### src/rtl/clock_pkg.sv
// ---------------------------------------------------------------------------
// clock_pkg
// Shared definitions for the digital clock key front-end.
//   - chan_state_t : per-key channel state (IDLE, HELD_DELAY, HELD_REPEAT)
//   - CLK_HZ / SAMPLE_20MS : default clock rate and 20 ms sample divisor
//   - KEY_MODEL / KEY_SUB / KEY_ADD : bit positions of the board keys
//   - cnt_width() : counter width helper, never returns less than 1 bit
// ---------------------------------------------------------------------------
package clock_pkg;

  localparam int CLK_HZ      = 50_000_000;
  localparam int SAMPLE_20MS = CLK_HZ / 50;

  localparam int KEY_MODEL = 0;
  localparam int KEY_SUB   = 1;
  localparam int KEY_ADD   = 2;

  typedef enum logic [1:0] {
    IDLE        = 2'd0,
    HELD_DELAY  = 2'd1,
    HELD_REPEAT = 2'd2
  } chan_state_t;

  // Bits needed for a counter whose values run 0..n-1; a 1-bit floor keeps
  // degenerate parameter values from producing zero-width vectors.
  function automatic int cnt_width(input int n);
    return (n < 2) ? 1 : $clog2(n);
  endfunction

endpackage

### src/rtl/key_channel.sv
// ---------------------------------------------------------------------------
// key_channel
// One key's worth of conditioning: 2-flop synchroniser, sample-rate
// debouncer and the hold/auto-repeat channel FSM.
//
// Build option: KEY_REPEAT_EN
//   defined   -> repeat counter, HELD_REPEAT state, repeat_en/repeat_pulse
//                ports and REPEAT_DELAY/REPEAT_RATE parameters are built
//   undefined -> FSM only tracks IDLE/HELD_DELAY; no repeat logic
//
// Ports:
//   clk           system clock
//   rst           synchronous reset, active-high
//   key_n         raw asynchronous key, active-low
//   sample_tick   one-cycle strobe from the shared divider
//   repeat_en     this key may auto-repeat (KEY_REPEAT_EN builds only)
//   level         debounced level, active-high
//   press_pulse   one-cycle pulse on debounced press
//   release_pulse one-cycle pulse on debounced release
//   repeat_pulse  press pulse plus auto-repeats (KEY_REPEAT_EN builds only)
// ---------------------------------------------------------------------------
module key_channel
  import clock_pkg::*;
#(
  parameter int STABLE_SAMPLES = 2
`ifdef KEY_REPEAT_EN
  ,
  parameter int REPEAT_DELAY   = 25,
  parameter int REPEAT_RATE    = 5
`endif
) (
  input  logic clk,
  input  logic rst,
  input  logic key_n,
  input  logic sample_tick,
`ifdef KEY_REPEAT_EN
  input  logic repeat_en,
  output logic repeat_pulse,
`endif
  output logic level,
  output logic press_pulse,
  output logic release_pulse
);

  localparam int STABLE_W = cnt_width(STABLE_SAMPLES);
  localparam logic [STABLE_W-1:0] STABLE_LAST = STABLE_W'(STABLE_SAMPLES - 1);

  logic                sync_meta;
  logic                sync_key;
  logic                key_s;
  logic [STABLE_W-1:0] stable_cnt;
  logic [STABLE_W-1:0] stable_cnt_d;
  logic                level_d;
  logic                press_d;
  logic                release_d;
  chan_state_t         state;
  chan_state_t         state_d;

  // Two-flop synchroniser. Reset loads the released (high) value so a key
  // held through reset is seen as a brand-new press afterwards.
  always_ff @(posedge clk) begin
    if (rst) begin
      sync_meta <= 1'b1;
      sync_key  <= 1'b1;
    end else begin
      sync_meta <= key_n;
      sync_key  <= sync_meta;
    end
  end

  assign key_s = ~sync_key;

  // Debounce decision, only evaluated on the sample strobe. A disagreeing
  // sample counts up; the STABLE_SAMPLES-th disagreeing sample in a row
  // flips the level. Any agreeing sample starts the count over.
  always_comb begin
    stable_cnt_d = stable_cnt;
    level_d      = level;
    press_d      = 1'b0;
    release_d    = 1'b0;
    if (sample_tick) begin
      if (key_s != level) begin
        if (stable_cnt == STABLE_LAST) begin
          level_d      = ~level;
          stable_cnt_d = '0;
          press_d      = ~level;
          release_d    = level;
        end else begin
          stable_cnt_d = stable_cnt + 1'b1;
        end
      end else begin
        stable_cnt_d = '0;
      end
    end
  end

  // Debounced level and edge pulses are registered so the pulses appear in
  // the cycle after the strobe and last exactly one cycle.
  always_ff @(posedge clk) begin
    if (rst) begin
      stable_cnt    <= '0;
      level         <= 1'b0;
      press_pulse   <= 1'b0;
      release_pulse <= 1'b0;
    end else begin
      stable_cnt    <= stable_cnt_d;
      level         <= level_d;
      press_pulse   <= press_d;
      release_pulse <= release_d;
    end
  end

  // Channel FSM state register.
  always_ff @(posedge clk) begin
    if (rst) begin
      state <= IDLE;
    end else begin
      state <= state_d;
    end
  end

`ifdef KEY_REPEAT_EN
  localparam int REP_MAX = (REPEAT_DELAY > REPEAT_RATE) ? REPEAT_DELAY : REPEAT_RATE;
  // The counter must hold the loaded value itself, hence the +1.
  localparam int REP_W   = cnt_width(REP_MAX + 1);
  localparam logic [REP_W-1:0] DELAY_LOAD = REP_W'(REPEAT_DELAY);
  localparam logic [REP_W-1:0] RATE_LOAD  = REP_W'(REPEAT_RATE);
  localparam logic [REP_W-1:0] REP_ONE    = REP_W'(1);

  logic [REP_W-1:0] rep_cnt;
  logic [REP_W-1:0] rep_cnt_d;
  logic             repeat_d;

  // Next state and repeat scheduling. The counter is a tick countdown: a
  // repeat fires on the tick that takes it to zero. Release wins over a
  // repeat due on the same tick. Keys without repeat_en park in HELD_DELAY
  // with the counter held at zero until released.
  always_comb begin
    state_d   = state;
    rep_cnt_d = rep_cnt;
    repeat_d  = 1'b0;
    case (state)
      IDLE: begin
        if (press_d) begin
          state_d   = HELD_DELAY;
          rep_cnt_d = DELAY_LOAD;
          repeat_d  = 1'b1;
        end
      end
      HELD_DELAY: begin
        if (release_d) begin
          state_d   = IDLE;
          rep_cnt_d = '0;
        end else if (sample_tick) begin
          if (repeat_en && (rep_cnt <= REP_ONE)) begin
            state_d   = HELD_REPEAT;
            rep_cnt_d = RATE_LOAD;
            repeat_d  = 1'b1;
          end else if (rep_cnt != '0) begin
            rep_cnt_d = rep_cnt - 1'b1;
          end
        end
      end
      HELD_REPEAT: begin
        if (release_d) begin
          state_d   = IDLE;
          rep_cnt_d = '0;
        end else if (sample_tick) begin
          if (rep_cnt <= REP_ONE) begin
            rep_cnt_d = RATE_LOAD;
            repeat_d  = 1'b1;
          end else begin
            rep_cnt_d = rep_cnt - 1'b1;
          end
        end
      end
      default: begin
        state_d   = IDLE;
        rep_cnt_d = '0;
      end
    endcase
  end

  // Repeat counter and registered repeat pulse, aligned with press_pulse.
  always_ff @(posedge clk) begin
    if (rst) begin
      rep_cnt      <= '0;
      repeat_pulse <= 1'b0;
    end else begin
      rep_cnt      <= rep_cnt_d;
      repeat_pulse <= repeat_d;
    end
  end
`else
  // Without auto-repeat the channel only tracks whether the key is held.
  always_comb begin
    state_d = state;
    case (state)
      IDLE: begin
        if (press_d) begin
          state_d = HELD_DELAY;
        end
      end
      HELD_DELAY: begin
        if (release_d) begin
          state_d = IDLE;
        end
      end
      default: begin
        state_d = IDLE;
      end
    endcase
  end
`endif

endmodule

### src/rtl/key_debounce_repeat.sv
// ---------------------------------------------------------------------------
// key_debounce_repeat
// Key front-end for the digital clock. Synchronises and debounces the raw
// active-low board keys and hands the display block clean one-cycle pulses
// (press, release, repeat) plus the debounced levels.
//
// Build option: KEY_REPEAT_EN
//   defined   -> held REPEAT_MASK keys auto-repeat after REPEAT_DELAY ticks,
//                then every REPEAT_RATE ticks
//   undefined -> no repeat hardware; key_repeat is identical to key_press
//
// Ports:
//   clk          system clock (50 MHz)
//   rst          synchronous reset, active-high
//   key_in       raw keys, active-low, {add, sub, model} = [2:0]
//   key_level    debounced level, active-high
//   key_press    one-cycle pulse on debounced press
//   key_release  one-cycle pulse on debounced release
//   key_repeat   press pulse plus auto-repeats while held
//   sample_tick  one-cycle strobe at each sample instant
// ---------------------------------------------------------------------------
module key_debounce_repeat
  import clock_pkg::*;
#(
  parameter int                SAMPLE_CYCLES  = SAMPLE_20MS,
  parameter int                STABLE_SAMPLES = 2,
  parameter int                N_KEYS         = 3,
  parameter logic [N_KEYS-1:0] REPEAT_MASK    = N_KEYS'((1 << KEY_ADD) | (1 << KEY_SUB)),
  parameter int                REPEAT_DELAY   = 25,
  parameter int                REPEAT_RATE    = 5
) (
  input  logic              clk,
  input  logic              rst,
  input  logic [N_KEYS-1:0] key_in,
  output logic [N_KEYS-1:0] key_level,
  output logic [N_KEYS-1:0] key_press,
  output logic [N_KEYS-1:0] key_release,
  output logic [N_KEYS-1:0] key_repeat,
  output logic              sample_tick
);

  localparam int DIV_W = cnt_width(SAMPLE_CYCLES);
  localparam logic [DIV_W-1:0] DIV_LAST = DIV_W'(SAMPLE_CYCLES - 1);

  // Reject parameter sets that would break counter sizing or wrap.
  if (SAMPLE_CYCLES < 2 || STABLE_SAMPLES < 1 || N_KEYS < 1 ||
      REPEAT_DELAY < 0 || REPEAT_RATE < 1 || REPEAT_MASK > {N_KEYS{1'b1}}) begin : g_bad_params
    $error("key_debounce_repeat: illegal parameter combination");
  end

  logic [DIV_W-1:0] div_cnt;

  // Shared sample divider: counts 0..SAMPLE_CYCLES-1 and wraps; the last
  // count is the sample instant for every channel.
  always_ff @(posedge clk) begin
    if (rst) begin
      div_cnt <= '0;
    end else if (div_cnt == DIV_LAST) begin
      div_cnt <= '0;
    end else begin
      div_cnt <= div_cnt + 1'b1;
    end
  end

  assign sample_tick = (div_cnt == DIV_LAST);

  // One independent channel per key; only the repeat enable differs.
  for (genvar i = 0; i < N_KEYS; i++) begin : g_chan
`ifdef KEY_REPEAT_EN
    key_channel #(
      .STABLE_SAMPLES (STABLE_SAMPLES),
      .REPEAT_DELAY   (REPEAT_DELAY),
      .REPEAT_RATE    (REPEAT_RATE)
    ) u_chan (
      .clk           (clk),
      .rst           (rst),
      .key_n         (key_in[i]),
      .sample_tick   (sample_tick),
      .repeat_en     (REPEAT_MASK[i]),
      .repeat_pulse  (key_repeat[i]),
      .level         (key_level[i]),
      .press_pulse   (key_press[i]),
      .release_pulse (key_release[i])
    );
`else
    key_channel #(
      .STABLE_SAMPLES (STABLE_SAMPLES)
    ) u_chan (
      .clk           (clk),
      .rst           (rst),
      .key_n         (key_in[i]),
      .sample_tick   (sample_tick),
      .level         (key_level[i]),
      .press_pulse   (key_press[i]),
      .release_pulse (key_release[i])
    );
`endif
  end

`ifndef KEY_REPEAT_EN
  assign key_repeat = key_press;
`endif

endmodule
### config.mk
export PLATFORM = sky130hd
export DESIGN_NAME = key_debounce_repeat
export DESIGN_NICKNAME = d
export VERILOG_FILES = /design/src/rtl/clock_pkg.sv /design/src/rtl/key_channel.sv /design/src/rtl/key_debounce_repeat.sv
export SDC_FILE = /design/constraint.sdc
export NUM_CORES = 1
export LEC_CHECK = 0
export CAP_MARGIN = 30
export CORE_MARGIN = 10
export CORE_UTILIZATION = 45
export CTS_CLUSTER_SIZE = 8
export DETAILED_ROUTE_END_ITERATION = 12
export PLACE_DENSITY = 0.66
export SETUP_SLACK_MARGIN = 0.02
export SKIP_LAST_GASP = 1
export SYNTH_ARGS = -nofsm -noshare
export SYNTH_HDL_FRONTEND = slang
export SYNTH_SLANG_ARGS = --single-unit
### constraint.sdc
create_clock -name clk -period 2.25 [get_ports clk]
set_input_delay 0.225 -clock clk [delete_from_list [all_inputs] [get_ports clk]]
set_output_delay 0.225 -clock clk [all_outputs]
set_load 0.01 [all_outputs]
Word level (Yosys, flattened, before mapping)
Index checks and enable logic that the tools add are counted.
- add/subtract/negate cells: 4
- multiply operators: 0
- div/mod/pow operators: 0
- $lt $le $gt $ge: 0
- equality and inequality tests: 4
- shifts and indexed selects: 0
- mux-type cells: 6
- bitwise logic cells: 13
- reduce and logical (&&, ||, !) cells: 7
- operator list (kind ; count):
    $add A20 B1 Y20 const B ; 1
    $eq A20 B20 Y1 const B ; 1
    $not A1 Y1 ; 13
    $reduce_or A4 Y1 ; 3
    $reduce_and A3 Y1 ; 3
    $mux W1 ; 6
    $add A1 B1 Y1 const B ; 3
    $ne A1 B1 Y1 ; 3
    $reduce_or A2 Y1 ; 1
- flip-flop bits (word level): 38
- bits in latches: 0
- RAM bits: 0
- memory bits (read-only): 0
- memories kept: 0

Longest topological paths before layout
Gate-level depths: netlist of run 1.
- word-level depth: 4
- mapped depth: 7
- mapped depth without buffers: 5

Modules after synthesis
From an unflattened synthesis of run 1, not the netlist that was laid out.
- cell total of the unflattened synthesis: 160
- area, all modules: 1537.7 sq um
- modules (own cells, without submodules) (module ; instances ; cells an instance ; area each (sq um) ; sequential area each (sq um)):
    key_debounce_repeat ; 1 ; 106 ; 952.2 ; 400.4
    key_channel ; 3 ; 18 ; 195.2 ; 120.1

Worst setup path after synthesis of run 1
Ideal clock, no wire load.
- kind: flip-flop to flip-flop
- start: register div_cnt[4]
- end: register div_cnt[17]
- library setup time: 66 ps
- arrival time: 1622 ps
- setup slack: 562 ps
- stages on the path, launching flop included: 6
- clock period less this slack: 1688 ps
- path through: dfxtp_1 > clkbuf_2 > nand4_4 > or4_4 > or3_1 > a21oi_2
- word-level cells in the longest chain between the ends: 2
- elaborated cells between the ends (all ways): 3
- classes of those cells: 1 x add/sub; 1 x eq/ne; 1 x reduce/logical
- RTL lines (what ; line ; text):
    start: declaration ; key_debounce_repeat.sv:51 ; logic [DIV_W-1:0] div_cnt;
    start signal: assignment ; key_debounce_repeat.sv:61 ; div_cnt <= div_cnt + 1'b1;
    branches (longest 2 deep; another with $add A20 B1 Y20) ; - ;
Parallel ways; which one is timed is not known.
A chain may end at the register's enable or synchronous reset.

Worst setup path after layout of run 1
- start: register div_cnt[0]
- end: register div_cnt[18]
Same word-level chain as after synthesis.

==> results.md, run 1 <==
* DRC at 0
* Gr busiest metal: met2
* CTS tree: done
* Final WL at 3210 microns
* Dominant cells by area after synthesis: dfxtp_1 (46%), xnor2_1 (8.4%), buf_4 (5.9%)
* WP buf/inv at 0
* DIE HEIGHT at 80.9 microns
* Die ar. at 6540 sq um
* Syn Nets at 186
* Mapped Area at 1670 sq um
* Startpoint types: register
* Drt pass-1 iters at 4
* WP data arrival at 2.09 ns
* Final Hold Viols at 0
* Clock skew at 0.00806 ns
* Clock insertion delay at the later pin of the skew report at 0.29 ns
* # rows at 22
* Crit path time final at roughly 1.9 ns
* Worst-path fanout max at 6
* Min-delay worst type: reg2reg
* Async S/R FF share, synth at 0
* Yosys warns at 0
* DP HPWL at around 2400 microns
* Total GRT Usage at 0.104
* Least-Margin Pin Slew at 0.506 ns
* N_diodes at 0
* Yosys cell types at 35
* Max incr delay on CP at 0.55 ns
* Share of layout cells above drive strength 1 at 0.130
* Detail-routed net length per standard cell at 13.4 microns
* Area growth from synthesis to final layout at 15.6%
* RSZ-0062 raised after global routing: no
* Yosys top cell by area: dfxtp_1
* Worst hold slack at 0.410 ns
* Leak at 0.664 nW
* Max VDD drop at 0.404 mV
* Critical path's slowest cell: nor4_1
* Num CTS Buffers at 5
* Critical-path cell list: ha_1, nand3_1, nor4_1, mux2i_1, nor4_1
* Vias per cell at approximately 5.3
* Final TNS setup at 0 ns
* Final Util at 0.530
* Post_cts resized at 0
* First-pass GRT wire length at 5420 microns
* Max-cap violations at 0
* CTS Sinks at 38
* Post-synthesis sequential area ratio at 0.456
* Synth Register Bits at 38
* WP data required at 2.44 ns
* Crit end category: register
* # setup viols final at 0
* Detail Route Antenna Nets at 0
* H-tree depth at 2
* Vias in the first global route at 1223
* Main synth FF type: dfxtp_1
* Mapped Cells at 180
* Die Width at about 81 microns
* Fin nets at 197
* Initial antenna violation count at 0
* Achievable frequency at 526 MHz
* Grt met1 use at 0.111
* Worst path top cell family by delay: simple AND/OR/NAND/NOR gates
* Area share of the largest cell type after synthesis at 0.456
* Largest net degree at the start of global routing at 19
* Reg clk slew, reported paths at 0.08 ns
* Top post-synthesis cells by count: dfxtp_1 (38), nor2_1 (26), xnor2_1 (16)
* Syn avg cell area at 9.26 sq um
* Most common cell in the netlist: dfxtp_1
* Met3 usage at 0.0419
* Post-synth EDFFs at 0
* Starting Density at 0.459
* Via Count at 1267
* Pwr per Cell Area at 668 nW/um^2
* Clock root buffer: clkbuf_8
* Hold_buf cts at 0
* Rel. slew slack at 0.660
* Critical path class: reg2reg
* Most frequent CP cell: nor4_1
* Count of input and output buffers at 17
* Final worst-path cycle share at 0.845
* Initial DRC Count at 96
* Routability Congestion at 0.776
* GRT met2 Usage at 0.180
* Post-CTS setup buffer count at 0
* Total core area at 3630 sq um
* Clk buf depth at 2
* Final global-route overflow total at 0
* Status: finished clean
* Final Max Slew Viols at 0
* IO Pins at 18
-- stage by stage --
stage	cells	setup WS, ns	instance area [sq um]	total power, mW
after global placement	232	0.416	1820	0.738
final	240	0.348	1930	1.29
after CTS	240	0.0375	1920	1.30
after global routing	240	0.227	1930	1.33
after detailed placement	232	0.347	1820	0.739
after floorplan	180	0.562	1670	0.726
-- path summary, 6_finish.rpt --
check                           slack [ns]                   endpoint  depth (start not counted)                        from
worst max-delay path                  0.35                div_cnt[18]                          5                  div_cnt[0]
worst min-delay path                  0.41  g_chan[1].u_chan.sync_key                          1  g_chan[1].u_chan.sync_meta
worst max register to register        0.35                div_cnt[18]                          5                  div_cnt[0]
worst min register to register        0.41  g_chan[1].u_chan.sync_key                          1  g_chan[1].u_chan.sync_meta
-- flip-flops by register name, summed over array words and instances (netlist names) --
signal	cells
div_cnt	20
g_chan.u_chan.level	3
g_chan.u_chan.press_pulse	3
g_chan.u_chan.release_pulse	3
g_chan.u_chan.stable_cnt	3
g_chan.u_chan.sync_key	3
g_chan.u_chan.sync_meta	3
-- report_power, final --
| group | switching [mW] | total, mW | internal (mW) |
|---|---|---|---|
| logic | 0.0154 | 0.0336 | 0.0182 |
| registers | 0.00757 | 0.689 | 0.682 |
| clock network | 0.239 | 0.565 | 0.326 |
| total | 0.262 | 1.29 | 1.03 |
-- logic make-up after synthesis --
kind of cell / count (synthesis) / share of synthesized area
and+or+nand+nor: 79 / 0.282
muxes: 1 / 0.00601
AOI/OAI and AO/OA: 18 / 0.0668
adders and majority gates: 1 / 0.00751
DFF: 38 / 0.456
buffers and inverters: 25 / 0.0871
xor gates and xnor gates: 18 / 0.0946
-- routing by layer --
layer,share of wire,wire length (microns)
met5,0,0
met4,0.023,74
met3,0.052,167
met2,0.49,1570
met1,0.44,1400
-- cell usage in the layout (no fill, tap or decap), types with 2 or more instances in the layout --
cell type	synthesis	final
or3_1	2	2
nand4_1	5	5
or2_2	6	6
nor4_1	5	5
nor4b_1	2	2
a311oi_1	3	3
nor2_1	26	26
nor4b_2	2	2
nand3_1	7	7
a21oi_1	5	5
dfxtp_1	38	38
xnor2_1	16	16
clkdlybuf4s50_1	0	16
nor3_1	5	5
and3_1	2	2
xor2_1	2	2
nand2_1	6	6
buf_4	13	5
inv_1	7	7
clkbuf_8	0	5
o21ai_0	5	5
clkinv_2	0	2
a31oi_1	3	3
and4b_1	3	3
nand4b_1	2	2
-- area by class of cell --
class / count / area, sq um
inverters: 7 / 26.3
clock buffers: 5 / 68.8
flip-flops and latches: 38 / 761
repair buffers: 22 / 210
clock inverters: 3 / 40.0
multi-input cells: 117 / 761
well taps: 48 / 60.1
fillers: 348 / 1710
Note: power is estimated with default switching activity, not from simulation.
==> run 2: changes to the inputs <==
--- a/config.mk
+++ b/config.mk
@@ -10,7 +10,7 @@
 export CORE_UTILIZATION = 45
 export CTS_CLUSTER_SIZE = 8
 export DETAILED_ROUTE_END_ITERATION = 12
-export PLACE_DENSITY = 0.66
+export PLACE_DENSITY = 0.68
 export SETUP_SLACK_MARGIN = 0.02
 export SKIP_LAST_GASP = 1
 export SYNTH_ARGS = -nofsm -noshare
==> constraint.sdc (replaced) <==
create_clock -name clk -period 1.7 [get_ports clk]
set_input_delay 0.17 -clock clk [delete_from_list [all_inputs] [get_ports clk]]
set_output_delay 0.17 -clock clk [all_outputs]
set_load 0.01 [all_outputs]
==> run 2 against run 1 <==
Net effect: setup slack got worse by 0.31 ns; largest cell class is now multi-input combinational cells; total power rose by 33%; global-route usage grew 1.3 points; register-to-register slack got worse by 0.31 ns; via count grew 12%; critical path depth stayed put; first-iteration DRC count fell by 16%; flip-flop and latch count stayed put; critical endpoint is now div_cnt[19]; combinational power up 95%; sequential power rose by 32%.
==> results.md, run 2 (synthesis gave the netlist of run 1 again) <==
* Status: finished clean
* Fin cells at 273 (+14%)
* First-pass GRT wire length at 6190 microns (+14%)
* Detail-routed net length per standard cell at 13.7 microns (+2.2%)
* Clock root buffer: clkbuf_8
* Startpoint types: register
* # rows at 22 (unchanged)
* DRC at 0 (unchanged)
* Max-cap violations at 0 (unchanged)
* Crit path time final at 1.66 ns (-0.237 ns)
* Met2 WL post-DR at 1920 microns (+22%)
* DP HPWL at 2730 microns (+15%)
* Fin nets at 230 (+17%)
* Met3 wire length at 150 microns (-10%)
* P_sw at 340 uW (+30%)
* Final global-route overflow total at 0 (unchanged)
* Starting Density at 0.459 (unchanged)
* Area of the multi-input gates at 821 sq um (+7.9%)
* CTS tree: done
* R2r setup slk at 0.04 ns (-0.31 ns)
* WP data required at 1.93 ns (-0.51 ns)
* Cell Area, Placed at 2040 sq um (+12%)
* IO Pins at 18 (unchanged)
* Part of the power in registers at 0.531 (-0.004)
* DIE HEIGHT at 80.9 microns (unchanged)
* Area growth from synthesis to final layout at 36.4%
* # setup viols final at 0 (unchanged)
* Share of layout cells above drive strength 1 at 0.351 (+0.221)
* Worst R2R End: div_cnt[19]
* Placed Cells at 260 (+12%)
* N_diodes at 0 (unchanged)
* Count of input and output buffers at 17 (unchanged)
* Least-Margin Pin Slew at 0.351 ns (-0.155 ns)
* Min-delay worst type: reg2reg
* Num CTS Buffers at 5 (unchanged)
* Initial DRC Count at 81 (-16%)
* Sw Share at 0.199 (-0.00429)
* Number of flip-flops in the largest register at 20 (unchanged)
* Filler cells at 312 (-10%)
* Drt pass-1 iters at 4 (unchanged)
* Largest net degree at the start of global routing at 18 (-1)
* Met1 WL at 1600 microns (+14%)
* Vias per cell at 5.19 (-1.6%)
* Pwr per Cell Area at 752 nW/um^2 (+12%)
* Clock skew at 0.00331 ns (-0.00474 ns)
* Post-route cell area at 2270 sq um (+18%)
* Cell-internal power at 1.37 mW (+33%)
* Rel. slew slack at 0.764 (+0.104)
* Clock insertion delay at the later pin of the skew report at 0.29 ns (about the same)
* Final worst-path cycle share at 0.979 (+0.134)
* Initial antenna violation count at 0 (unchanged)
* Worst-path fanout max at 4 (-2)
* Crit path capture: div_cnt[19]
* Commonest non-fill, non-tap cell in the layout: buf_4
* Routability Congestion at 0.818 (+5.3%)
* Detail Route Antenna Nets at 0 (unchanged)
* Clk buf depth at 2 (unchanged)
* H-tree depth at 2 (unchanged)
* Largest Register: div_cnt
* CTS Sinks at 38 (unchanged)
* WP data arrival at 1.89 ns (-0.20 ns)
* Critical path class: reg2reg
* Register area at 776 sq um (+2.0%)
* Vias in the first global route at 1380 (+13%)
* Final WL at 3730 microns (+16%)
* Final Max Slew Viols at 0 (unchanged)
* Achievable frequency at 601 MHz (+14%)
* Comb pwr share at 0.038 (+0.012)
* Worst R2R Start: div_cnt[14]
* Crit end category: register
* Die ar. at 6540 sq um (unchanged)
* Via Count at 1418 (+12%)
* Total GRT Usage at 0.117 (+0.0130)
* Worst hold slack at 0.413 ns (+0.00328 ns)
* Critical Path Source: div_cnt[14]
* Highest metal used: met4
* Leak at 0.840 nW (+27%)
* Die Width at 80.9 microns (unchanged)
* Clk network pwr share at 0.430 (-0.009)
* Final Hold Viols at 0 (unchanged)
* Max VDD drop at 0.673 mV (+67%)
* RSZ-0062 raised after global routing: yes
* Most frequent cells in the layout: buf_4 (32), dfxtp_1 (28), nor2_1 (24), xnor2_1 (16), clkdlybuf4s50_1 (16)
* Total core area at 3630 sq um (unchanged)
* Reg clk slew, reported paths at 0.07 ns (about the same)
* R2R depth at 5 (unchanged)
[run 2: cell types whose count changed in the layout (fill, tap and decap cells not counted), moves of 2 or more]
| cell | before | now |
|---|---|---|
| nor2_1 | 26 | 24 |
| nor4_1 | 5 | 3 |
| buf_4 | 5 | 32 |
| nor2_2 | 0 | 2 |
| or3_4 | 0 | 2 |
| dfxtp_1 | 38 | 28 |
| or3_1 | 2 | 0 |
| buf_6 | 0 | 5 |
| nor4_2 | 0 | 2 |
| dfxtp_2 | 0 | 9 |
[run 2: power groups by stage]
stage | Clock, mW | Sequential [mW] | Combinational (mW)
final | 0.735 | 0.908 | 0.0654
after global routing | 0.791 | 0.909 | 0.0724
after CTS | 0.748 | 0.910 | 0.0652
after detailed placement | 0 | 0.931 | 0.0646
after global placement | 0 | 0.930 | 0.0624
after floorplan | 0 | 0.931 | 0.0303
[run 2: cell type report]
cell class | count | share of cell area
timing repair buffer | 55 | 0.212
clock buffer | 5 | 0.0303
multi-input combinational | 117 | 0.361
sequential | 38 | 0.341
tap | 48 | 0.0264
inverter | 7 | 0.0116
clock inverter | 3 | 0.0176
[run 2: through the flow]
step           total power, mW  setup TNS (ns)  setup slack [ns]   util
6_report                  1.71               0            0.0358  0.626
5_1_grt                   1.77         -0.0397           -0.0193  0.626
4_1_cts                   1.72               0            0.0154  0.611
3_5_place_dp             0.995         -0.0640           -0.0640  0.561
3_3_place_gp             0.992         -0.0410           -0.0410  0.561
2_1_floorplan            0.961               0            0.0268      -
[run 2: critical path: stages, from the launching register on]
cell and delay [ns]:
dfxtp_2 0.34, buf_4 0.13, nand4_1 0.12, or4_4 0.56
or3_4 0.34, a21oi_2 0.12
[run 2: what timing repair did]
item                       CTS  global route
setup endpoints to repair   22            23
cloned                       0             0
hold buffers                 0             0
buffers inserted             3             2
pin swaps                    6             6
gates resized for setup     17            15
[run 2: how the worst min path moves through the flow]
stage,start,endpoint,slack (ns),cells past startpoint
after floorplan,key_in[0],g_chan[0].u_chan.sync_meta,0.27,1
after global placement,g_chan[1].u_chan.sync_meta,g_chan[1].u_chan.sync_key,0.39,1
after detailed placement,g_chan[2].u_chan.sync_meta,g_chan[2].u_chan.sync_key,0.40,1
after CTS,g_chan[2].u_chan.sync_meta,g_chan[2].u_chan.sync_key,0.41,1
after global routing,g_chan[2].u_chan.sync_meta,g_chan[2].u_chan.sync_key,0.44,1
final,g_chan[2].u_chan.sync_meta,g_chan[2].u_chan.sync_key,0.41,1
[run 2: layer usage]
metal / GRT usage / vias to the layer above
met3: 0.0254 / 6
met4: 0.0467 / 0
met5: 0 / -
li1: - / 706
met1: 0.128 / 680
met2: 0.215 / 26
